File: config.mk
export PLATFORM = sky130hd
export DESIGN_NAME = round_quant
export DESIGN_NICKNAME = d
export VERILOG_FILES = /design/src/rtl/round_pkg.sv /design/src/rtl/mul_shift_stage.sv /design/src/rtl/round_quant.sv
export SDC_FILE = /design/constraint.sdc
export NUM_CORES = 2
export LEC_CHECK = 0
export ABC_AREA = 1
export BUFFER_PORTS_ARGS = -buffer_cell sky130_fd_sc_hd__buf_2
export CAP_MARGIN = 20
export CORE_MARGIN = 10
export CORE_UTILIZATION = 25
export CTS_BUF_LIST = sky130_fd_sc_hd__clkbuf_8
export DETAILED_ROUTE_END_ITERATION = 10
export PLACE_DENSITY = 0.4
export SETUP_SLACK_MARGIN = 0.02
export SLEW_MARGIN = 20
export SYNTH_ARGS = -nofsm -noshare
export SYNTH_HDL_FRONTEND = slang
export SYNTH_SLANG_ARGS = --single-unit
File: constraint.sdc
create_clock -name clk -period 30 [get_ports clk]
set_input_delay 1.5 -clock clk [delete_from_list [all_inputs] [get_ports clk]]
set_output_delay 1.5 -clock clk [all_outputs]
set_load 0.02 [all_outputs]
File: src/rtl/round_pkg.sv
// Shared types and defaults for the round_quant scale/round/saturate pipeline.
// Frame length defaults to SASA_Input_len when the build defines it.
`ifndef SASA_Input_len
`define SASA_Input_len 256
`endif

package round_pkg;

  typedef enum logic [1:0] {
    TRUNC     = 2'd0,
    HALF_AWAY = 2'd1,
    HALF_EVEN = 2'd2,
    LEGACY    = 2'd3
  } round_mode_e;

  localparam int DEFAULT_LEN = `SASA_Input_len;

endpackage

File: src/rtl/mul_shift_stage.sv
// First pipeline stage: signed multiply by scale, then arithmetic right shift.
// The product register loads only when the top accepts a beat.
module mul_shift_stage #(
  parameter int DATA_W  = 32,
  parameter int SCALE_W = 16,
  parameter int SHIFT   = 8
) (
  input  logic                              clk,
  input  logic                              reset,
  input  logic                              load,
  input  logic signed [DATA_W-1:0]          in_data,
  input  logic signed [SCALE_W-1:0]         scale,
  output logic signed [DATA_W+SCALE_W-1:0]  p
);

  localparam int PW = DATA_W + SCALE_W;

  logic signed [PW-1:0] a_x;
  logic signed [PW-1:0] s_x;
  logic signed [PW-1:0] prod;
  logic signed [PW-1:0] shifted;

  assign a_x     = PW'(in_data);
  assign s_x     = PW'(scale);
  assign prod    = a_x * s_x;
  assign shifted = prod >>> SHIFT;

  always_ff @(posedge clk or negedge reset) begin
    if (!reset) begin
      p <= '0;
    end else if (load) begin
      p <= shifted;
    end
  end

endmodule

File: src/rtl/round_quant.sv
// Two-stage elastic pipeline: scale/shift, then divide, round and saturate.
// Each beat carries its rounding mode and frame-last tag down the pipe.
module round_quant
  import round_pkg::*;
#(
  parameter int DATA_W  = 32,
  parameter int SCALE_W = 16,
  parameter int SHIFT   = 8,
  parameter int DIV     = 10,
  parameter int OUT_W   = 32,
  parameter int LEN     = DEFAULT_LEN
) (
  input  logic                      clk,
  input  logic                      reset,
  input  logic signed [SCALE_W-1:0] scale,
  input  logic [1:0]                mode,
  input  logic                      frame_clr,
  input  logic signed [DATA_W-1:0]  in_data,
  input  logic                      in_valid,
  output logic                      in_ready,
  output logic signed [OUT_W-1:0]   out_data,
  output logic                      out_valid,
  input  logic                      out_ready,
  output logic                      out_last,
  output logic                      out_sat
);

  localparam int PW    = DATA_W + SCALE_W;
  localparam int CW    = ((PW > OUT_W) ? PW : OUT_W) + 1;
  localparam int CNT_W = (LEN > 1) ? $clog2(LEN) : 1;

  localparam logic [CNT_W-1:0]    LAST_IDX = CNT_W'(LEN - 1);
  localparam logic signed [PW-1:0] DIV_S   = PW'(DIV);
  localparam logic signed [PW-1:0] ONE     = PW'(1);
  localparam logic signed [CW-1:0] OMAX    =
    {{(CW-OUT_W+1){1'b0}}, {(OUT_W-1){1'b1}}};
  localparam logic signed [CW-1:0] OMIN    =
    {{(CW-OUT_W+1){1'b1}}, {(OUT_W-1){1'b0}}};

  logic                 s1_valid;
  logic                 s1_last;
  round_mode_e          s1_mode;
  logic signed [PW-1:0] p;
  logic                 s2_ready;
  logic                 accept;

  logic [CNT_W-1:0]     cnt;
  logic [CNT_W-1:0]     idx;
  logic                 beat_last;

  assign s2_ready = !out_valid || out_ready;
  assign in_ready = reset && (!s1_valid || s2_ready);
  assign accept   = in_valid && in_ready;

  // A clear in the same cycle as an accept makes that beat index 0.
  assign idx       = frame_clr ? '0 : cnt;
  assign beat_last = (idx == LAST_IDX);

  always_ff @(posedge clk or negedge reset) begin
    if (!reset) begin
      cnt <= '0;
    end else if (accept) begin
      cnt <= beat_last ? '0 : idx + 1'b1;
    end else if (frame_clr) begin
      cnt <= '0;
    end
  end

  mul_shift_stage #(
    .DATA_W  (DATA_W),
    .SCALE_W (SCALE_W),
    .SHIFT   (SHIFT)
  ) u_s1 (
    .clk     (clk),
    .reset   (reset),
    .load    (accept),
    .in_data (in_data),
    .scale   (scale),
    .p       (p)
  );

  always_ff @(posedge clk or negedge reset) begin
    if (!reset) begin
      s1_valid <= 1'b0;
      s1_last  <= 1'b0;
      s1_mode  <= TRUNC;
    end else if (in_ready) begin
      s1_valid <= in_valid;
      if (in_valid) begin
        s1_last <= beat_last;
        s1_mode <= round_mode_e'(mode);
      end
    end
  end

  logic signed [PW-1:0] q;
  logic signed [PW-1:0] r;
  logic signed [PW-1:0] abs_r;
  logic [PW:0]          two_r;
  logic [PW:0]          div_x;
  logic                 bump;
  logic signed [PW-1:0] qr;
  logic signed [CW-1:0] qx;
  logic signed [OUT_W-1:0] sat_val;
  logic                 sat;

  assign q     = p / DIV_S;
  assign r     = p - q * DIV_S;
  assign abs_r = r[PW-1] ? -r : r;
  assign two_r = {abs_r, 1'b0};
  assign div_x = {1'b0, DIV_S};

  always_comb begin
    bump = 1'b0;
    unique case (s1_mode)
      TRUNC:     bump = 1'b0;
      HALF_AWAY: bump = (two_r >= div_x);
      HALF_EVEN: bump = (two_r > div_x) || ((two_r == div_x) && q[0]);
      LEGACY:    bump = (two_r > div_x);
      default:   bump = 1'b0;
    endcase
  end

  always_comb begin
    qr = q;
    if (bump) begin
      qr = p[PW-1] ? q - ONE : q + ONE;
    end
    qx      = {{(CW-PW){qr[PW-1]}}, qr};
    sat     = 1'b0;
    sat_val = qx[OUT_W-1:0];
    if (qx > OMAX) begin
      sat     = 1'b1;
      sat_val = OMAX[OUT_W-1:0];
    end else if (qx < OMIN) begin
      sat     = 1'b1;
      sat_val = OMIN[OUT_W-1:0];
    end
  end

  always_ff @(posedge clk or negedge reset) begin
    if (!reset) begin
      out_valid <= 1'b0;
      out_data  <= '0;
      out_last  <= 1'b0;
      out_sat   <= 1'b0;
    end else if (s2_ready) begin
      out_valid <= s1_valid;
      if (s1_valid) begin
        out_data <= sat_val;
        out_last <= s1_last;
        out_sat  <= sat;
      end
    end
  end

endmodule

Word-level counts from Yosys, hierarchy flattened
Cells that the tools add are included.
{ "word_totals": {"out_inout_bits": 36, "wordCells": 48, "register_bits": 87, "input_bits": 55} }
{ "classes": {"n_reduce_logical": 11, "n_mul": 2, "n_mux": 11, "n_div": 1, "n_lt_le_gt_ge": 4, "addsub": 5, "n_eq_ne": 5} }
{ "op_table": {"columns": ["op", "count"], "rows": [
  ["48-bit 2-to-1 mux", 3],
  ["32-bit 2-to-1 mux", 2],
  ["49-bit by 4-bit >= comparator with 1-bit output (second input constant)", 1],
  ["49-bit by 4-bit > comparator with 1-bit output (second input constant)", 1],
  ["48-bit by 2-bit adder with 48-bit output (second input constant)", 1],
  ["48-bit by 5-bit divider with 48-bit output (second input constant)", 1],
  ["48-bit by 3-bit equality test with 1-bit output (second input constant)", 1],
  ["48-bit by 32-bit > comparator with 1-bit output (second input constant)", 1],
  ["48-bit by 32-bit less-than comparator with 1-bit output (second input constant)", 1],
  ["32-bit by 16-bit multiplier with 48-bit output", 1],
  ["48-bit by 4-bit multiplier with 47-bit output (second input constant)", 1],
  ["48-bit negation", 1],
  ["40-bit by 48-bit subtractor with 48-bit output", 1],
  ["48-bit by 2-bit subtractor with 48-bit output (second input constant)", 1],
  ["8-bit 2-to-1 mux", 3],
  ["8-bit by 1-bit adder with 8-bit output (second input constant)", 1],
  ["8-bit equality test (second input constant)", 1],
  ["2-bit equality test (second input constant)", 2],
  ["1-bit case mux with 4 select lines", 1],
  ["2-bit AND reduction", 2],
  ["1-bit logical AND", 3],
  ["1-bit logical OR", 3],
  ["2-bit by 1-bit equality test with 1-bit output (second input constant)", 1],
  ["1-bit logical NOT", 2],
  ["2 further kinds", 3]
]} }

Longest topological paths before layout
{ "logic_depth": {"word_depth": 13, "depth_mapped": 263, "ltp_nobuf": 262} }

Cells and area by module
From an unflattened synthesis, not the netlist that was laid out.
{ "hier_totals": {"cells_unflattened": 5836, "area_unflattened_um2": 39575.5} }
{ "modules_own_cells": {"columns": ["module", "seq_area_each_um2", "n_inst", "cells_each", "area_per_inst_um2"], "rows": [
  ["mul_shift_stage", 1001.0, 1, 2779, 20682.3],
  ["round_quant", 1176.1, 1, 3057, 18893.1]
]} }

Worst setup path before layout
OpenSTA, ideal clock, no wires.
{ "synth_path": {"path_type": "register -> register", "start": "register u_s1.p[39] (netlist name)", "end": "register out_data[10]", "n_path_buf": 6, "arrival_time_ns": 24.199, "synth_period_minus_slack_ns": 24.319, "path_stages_with_launch": 239, "slack_ns": 5.681, "setup_time_ns": 0.120, "required_time_ns": 29.880, "cell_sequence": "dfrtp_1 > clkbuf_8 > clkinv_1 > nor3_1 > nand4_1 > nand2_2 > nand2_4 > nand2_4 > nand2_2 > nand2_1 > clkinv_2 > nand2_4 > nand2_4 > nand2_2 > nand2_2 > inv_2 > nand2_2 > nand2_2 > (+203 left out) > o2111ai_1 > nor3_1 > nand4_1 > nor3_1 > nand2_1 > o21ai_0 > inv_1 > nand2_4 > buf_8 > buf_12 > nand2_2 > nand2_2 > nand4_1 > nor2_1 > nand4_1 > a21oi_4 > buf_12 > a21oi_2"} }
{ "synth_via": {"elab_chain_len": 13, "elab_cells_between_ends": 19, "classes_between": "add/sub (4); mul (1); div (1); order compare (4); eq/ne (1); mux (6); reduce/logical (2)"} }
{ "synth_lines": {"columns": ["item", "line", "rtl"], "rows": [
  ["branches (longest 9 deep; another with 49-bit by 4-bit > comparator with 1-bit output)", null, null],
  ["48-bit 2-to-1 mux (*)", "round_quant.sv:126", "if (bump) begin"],
  ["48-bit by 32-bit less-than comparator with 1-bit output", "round_quant.sv:135", "end else if (qx < OMIN) begin"],
  ["32-bit 2-to-1 mux", "round_quant.sv:135", null],
  ["32-bit 2-to-1 mux (*)", "round_quant.sv:132", "if (qx > OMAX) begin"],
  ["to (signal assigned)", "round_quant.sv:150", "out_data <= sat_val;"],
  ["to (decl)", "round_quant.sv:21", "output logic signed [OUT_W-1:0] out_data,"]
]} }
Mark *: on every way between the ends.
A chain may end at the register's enable or synchronous reset.

Final worst setup path
{ "layout_path": {"start": "register u_s1.p[0]", "end": "register out_data[28]"} }
{ "layout_via": {"elab_chain_len": 13, "elab_cells_between_ends": 19, "classes_between": "add/sub (4); mul (1); div (1); order compare (4); eq/ne (1); mux (6); reduce/logical (2)"} }
{ "layout_lines": {"columns": ["item", "line", "rtl"], "rows": [
  ["from (decl)", "mul_shift_stage.sv:13", "output logic signed [DATA_W+SCALE_W-1:0] p"],
  ["from (signal assigned)", "mul_shift_stage.sv:32", "p <= shifted;"],
  ["branches (longest 9 deep; another with 49-bit by 4-bit > comparator with 1-bit output)", null, null],
  ["48-bit 2-to-1 mux (*)", "round_quant.sv:126", null],
  ["48-bit by 32-bit less-than comparator with 1-bit output", "round_quant.sv:135", null],
  ["32-bit 2-to-1 mux", "round_quant.sv:135", null],
  ["32-bit 2-to-1 mux (*)", "round_quant.sv:132", null]
]} }
Marks and branches as above.

==> run metrics <==
CTS tree done; sequential area share after synthesis 0.0609; Worst Hold Path Cells 2; Synth Net Count between 5000 and 6000; worst reg2reg path depth roughly 240; Post-Route WL between 100000 and 150000 µm; FILL cells around 16000; share of cells above drive strength 1 0.129; CP max stage cell or4_1; Cell Area, Synth 35800 µm²; most frequent cells in the layout nand2_1, inv_1, fa_1; GRT Util Overall 0.144; Vias per Instance between 4 and 5; hold buffers post-CTS 0; RR Endpoint out_data[28]; clock root cell clkbuf_8; Initial Util 0.252; Critical Path Fanout Max 31; port bufs 90; multi-input logic area between 20000 and 30000 µm²; 1st-pass router iterations 5; crit path kind register to register; Min Hold Slack 0.493 ns; most used cell, CP nand2_4; later-pin clock latency in the skew report about 0.46 ns; Final Hold Viols 0; crit path DAT 27.28 ns; Mapped Avg Cell Area about 7.2 µm²; WP data required 30.38 ns; final critical-path share of the clock period 0.897; Netlist cell types between 60 and 70; CTS Buffer Depth 2; register area roughly 2200 µm²; met3 usage 0.00938; crit-path max cell delay approximately 0.52 ns; Routed WL per cell 16.8 µm; Final Setup Violations 0; Max Fclk 0.0372 GHz; Area growth syn-to-layout 8.29%; worst reg-to-reg setup slack 3.10 ns; asr flop ratio synth 1.00; Min-Delay Endpoint out_last; final slew viol count 0; Synth Flop Type dfrtp_1; GR peak layer met2; Hold Crit Start out_last; drt drc 0; worst-margin pin slew just under 1 ns; drt first-iter violations 1555; status completed; MaxCap Viol Count 0; io pins slightly above 90; EDFF count, synth 0; Setup crit start kind register; flops & latches, synth 87; routing usage on met1 0.209; grt ovf 0; Yosys warnings 0; worst hold path class register to register; Synth Instances 4965; Post-DP HPWL 92900 µm; DIE WIDTH around 400 µm; antenna violations before repair 4; Final #Nets ~5800; vias in the first global route ~32000; first-pass GRT wire length 182000 µm; TritonCTS Buffers 9; H-tree levels 3; Worst R2R Start u_s1.p[0]; slew margin rel. 0.350; clk slew on worst S/H paths between 0.1 and 0.15 ns; vias post-DR approximately 31000; Final Skew roughly 0.023 ns; Crit. End Element register; met2 Use GR 0.236; commonest non-fill, non-tap cell in the layout nand2_1; Die Ht 398 µm; Final ANT Viol Nets 0; Placer Congestion around 0.88; die area ~160000 µm²; Core Area between 100000 and 150000 µm²; pin count of the biggest net entering global routing 79; Site Rows ~140; CTS sink count 87; post-layout min period approximately 27 ns
-- cell usage after synthesis, types with 31 or more instances --
master       n  area share
a21oi_2     31      0.0076
o21ai_0    172       0.024
nand2_4     61       0.019
nand3_2     44       0.012
clkbuf_1    97       0.010
xor2_1     199       0.049
a21oi_1    221       0.031
nand4_1     43      0.0075
nand2_2    175       0.031
inv_2       54      0.0057
inv_1     1041        0.11
fa_1       487        0.27
xnor2_1     77       0.019
nor2_1     278       0.029
or2_2       38      0.0066
nand2_1   1061        0.11
nand3_1    243       0.034
ha_1       295        0.10
nor3_1      40      0.0056
dfrtp_1     87       0.061
-- how the worst max path moves through the flow --
stage / from / endpoint / slack (ns) / cells past startpoint
global placement: u_s1.p[0] / out_data[0] / 1.20 / 236
CTS: u_s1.p[0] / out_data[0] / 0.60 / 233
floorplan: u_s1.p[39] / out_data[10] / 5.68 / 238
global route: u_s1.p[0] / out_sat / -0.02 / 236
detailed placement: u_s1.p[0] / out_data[0] / 0.70 / 236
finish: u_s1.p[0] / out_data[28] / 3.10 / 235
-- stage by stage --
stage                     cell area, µm²  TNS (ns)  setup slack (ns)  utilization  instances
after floorplan                    35800         0              5.68            -       4965
after global placement             38100         0              1.20        0.269       6849
after detailed placement           38100         0             0.696        0.269       6849
after CTS                          38300         0             0.595        0.270       6865
after global routing               38700    -0.196           -0.0208        0.273       6895
final                              38700         0              3.10        0.273       6895
-- what timing repair did --
item,CTS,global route
buffers inserted,0,22
endpoints found under the setup margin,0,33
gates resized for setup,0,53
-- worst max-delay path, delay by kind of cell, from the launching register on --
family	cells	cell delay, ns
AOI/OAI and AO/OA	28	4.08
xor gates and xnor gates	2	0.33
adders and majority gates	7	1.74
buffers and inverters	27	2.71
DFF	1	0.47
and+or+nand+nor	171	17.37
-- routing by layer --
metal	vias up	wire length, µm
met5	-	0
met4	0	1830
met3	69	3470
met2	466	52500
met1	14700	57900
li1	15300	-
-- registers in the layout, indices dropped and copies added (netlist names) --
register	flops
s1_valid	1
s1_last	1
out_sat	1
out_last	1
s1_mode	2
u_s1.p	40
cnt	8
out_valid	1
out_data	32
-- cell type report --
class / instances / share of cell area
multi-input combinational: 3655 / 0.747
timing repair buffer: 139 / 0.0230
sequential: 87 / 0.0564
clock inverter: 7 / 0.00181
clock buffer: 9 / 0.00320
inverter: 1106 / 0.108
timing repair inverter: 1 / 0.000194
antenna: 1 / 0.0000646
tap: 1890 / 0.0611
-- kinds of logic (layout without fill, tap and decap cells) --
group / count (synthesis) / in the layout / synth area share
XOR/XNOR: 276 / 276 / 0.0676
flip-flops: 87 / 87 / 0.0609
other: 0 / 1 / 0
buffers and inverters: 1227 / 1262 / 0.136
adder cells (fa/ha/maj): 782 / 782 / 0.376
AO/OA/AOI/OAI: 555 / 555 / 0.0900
multiplexers: 1 / 1 / 0.000280
AND/OR/NAND/NOR: 2037 / 2041 / 0.270
Power is left out: the tool's default activity adds up to more than one toggle a clock period on the data nets, which glitch-free logic cannot reach.
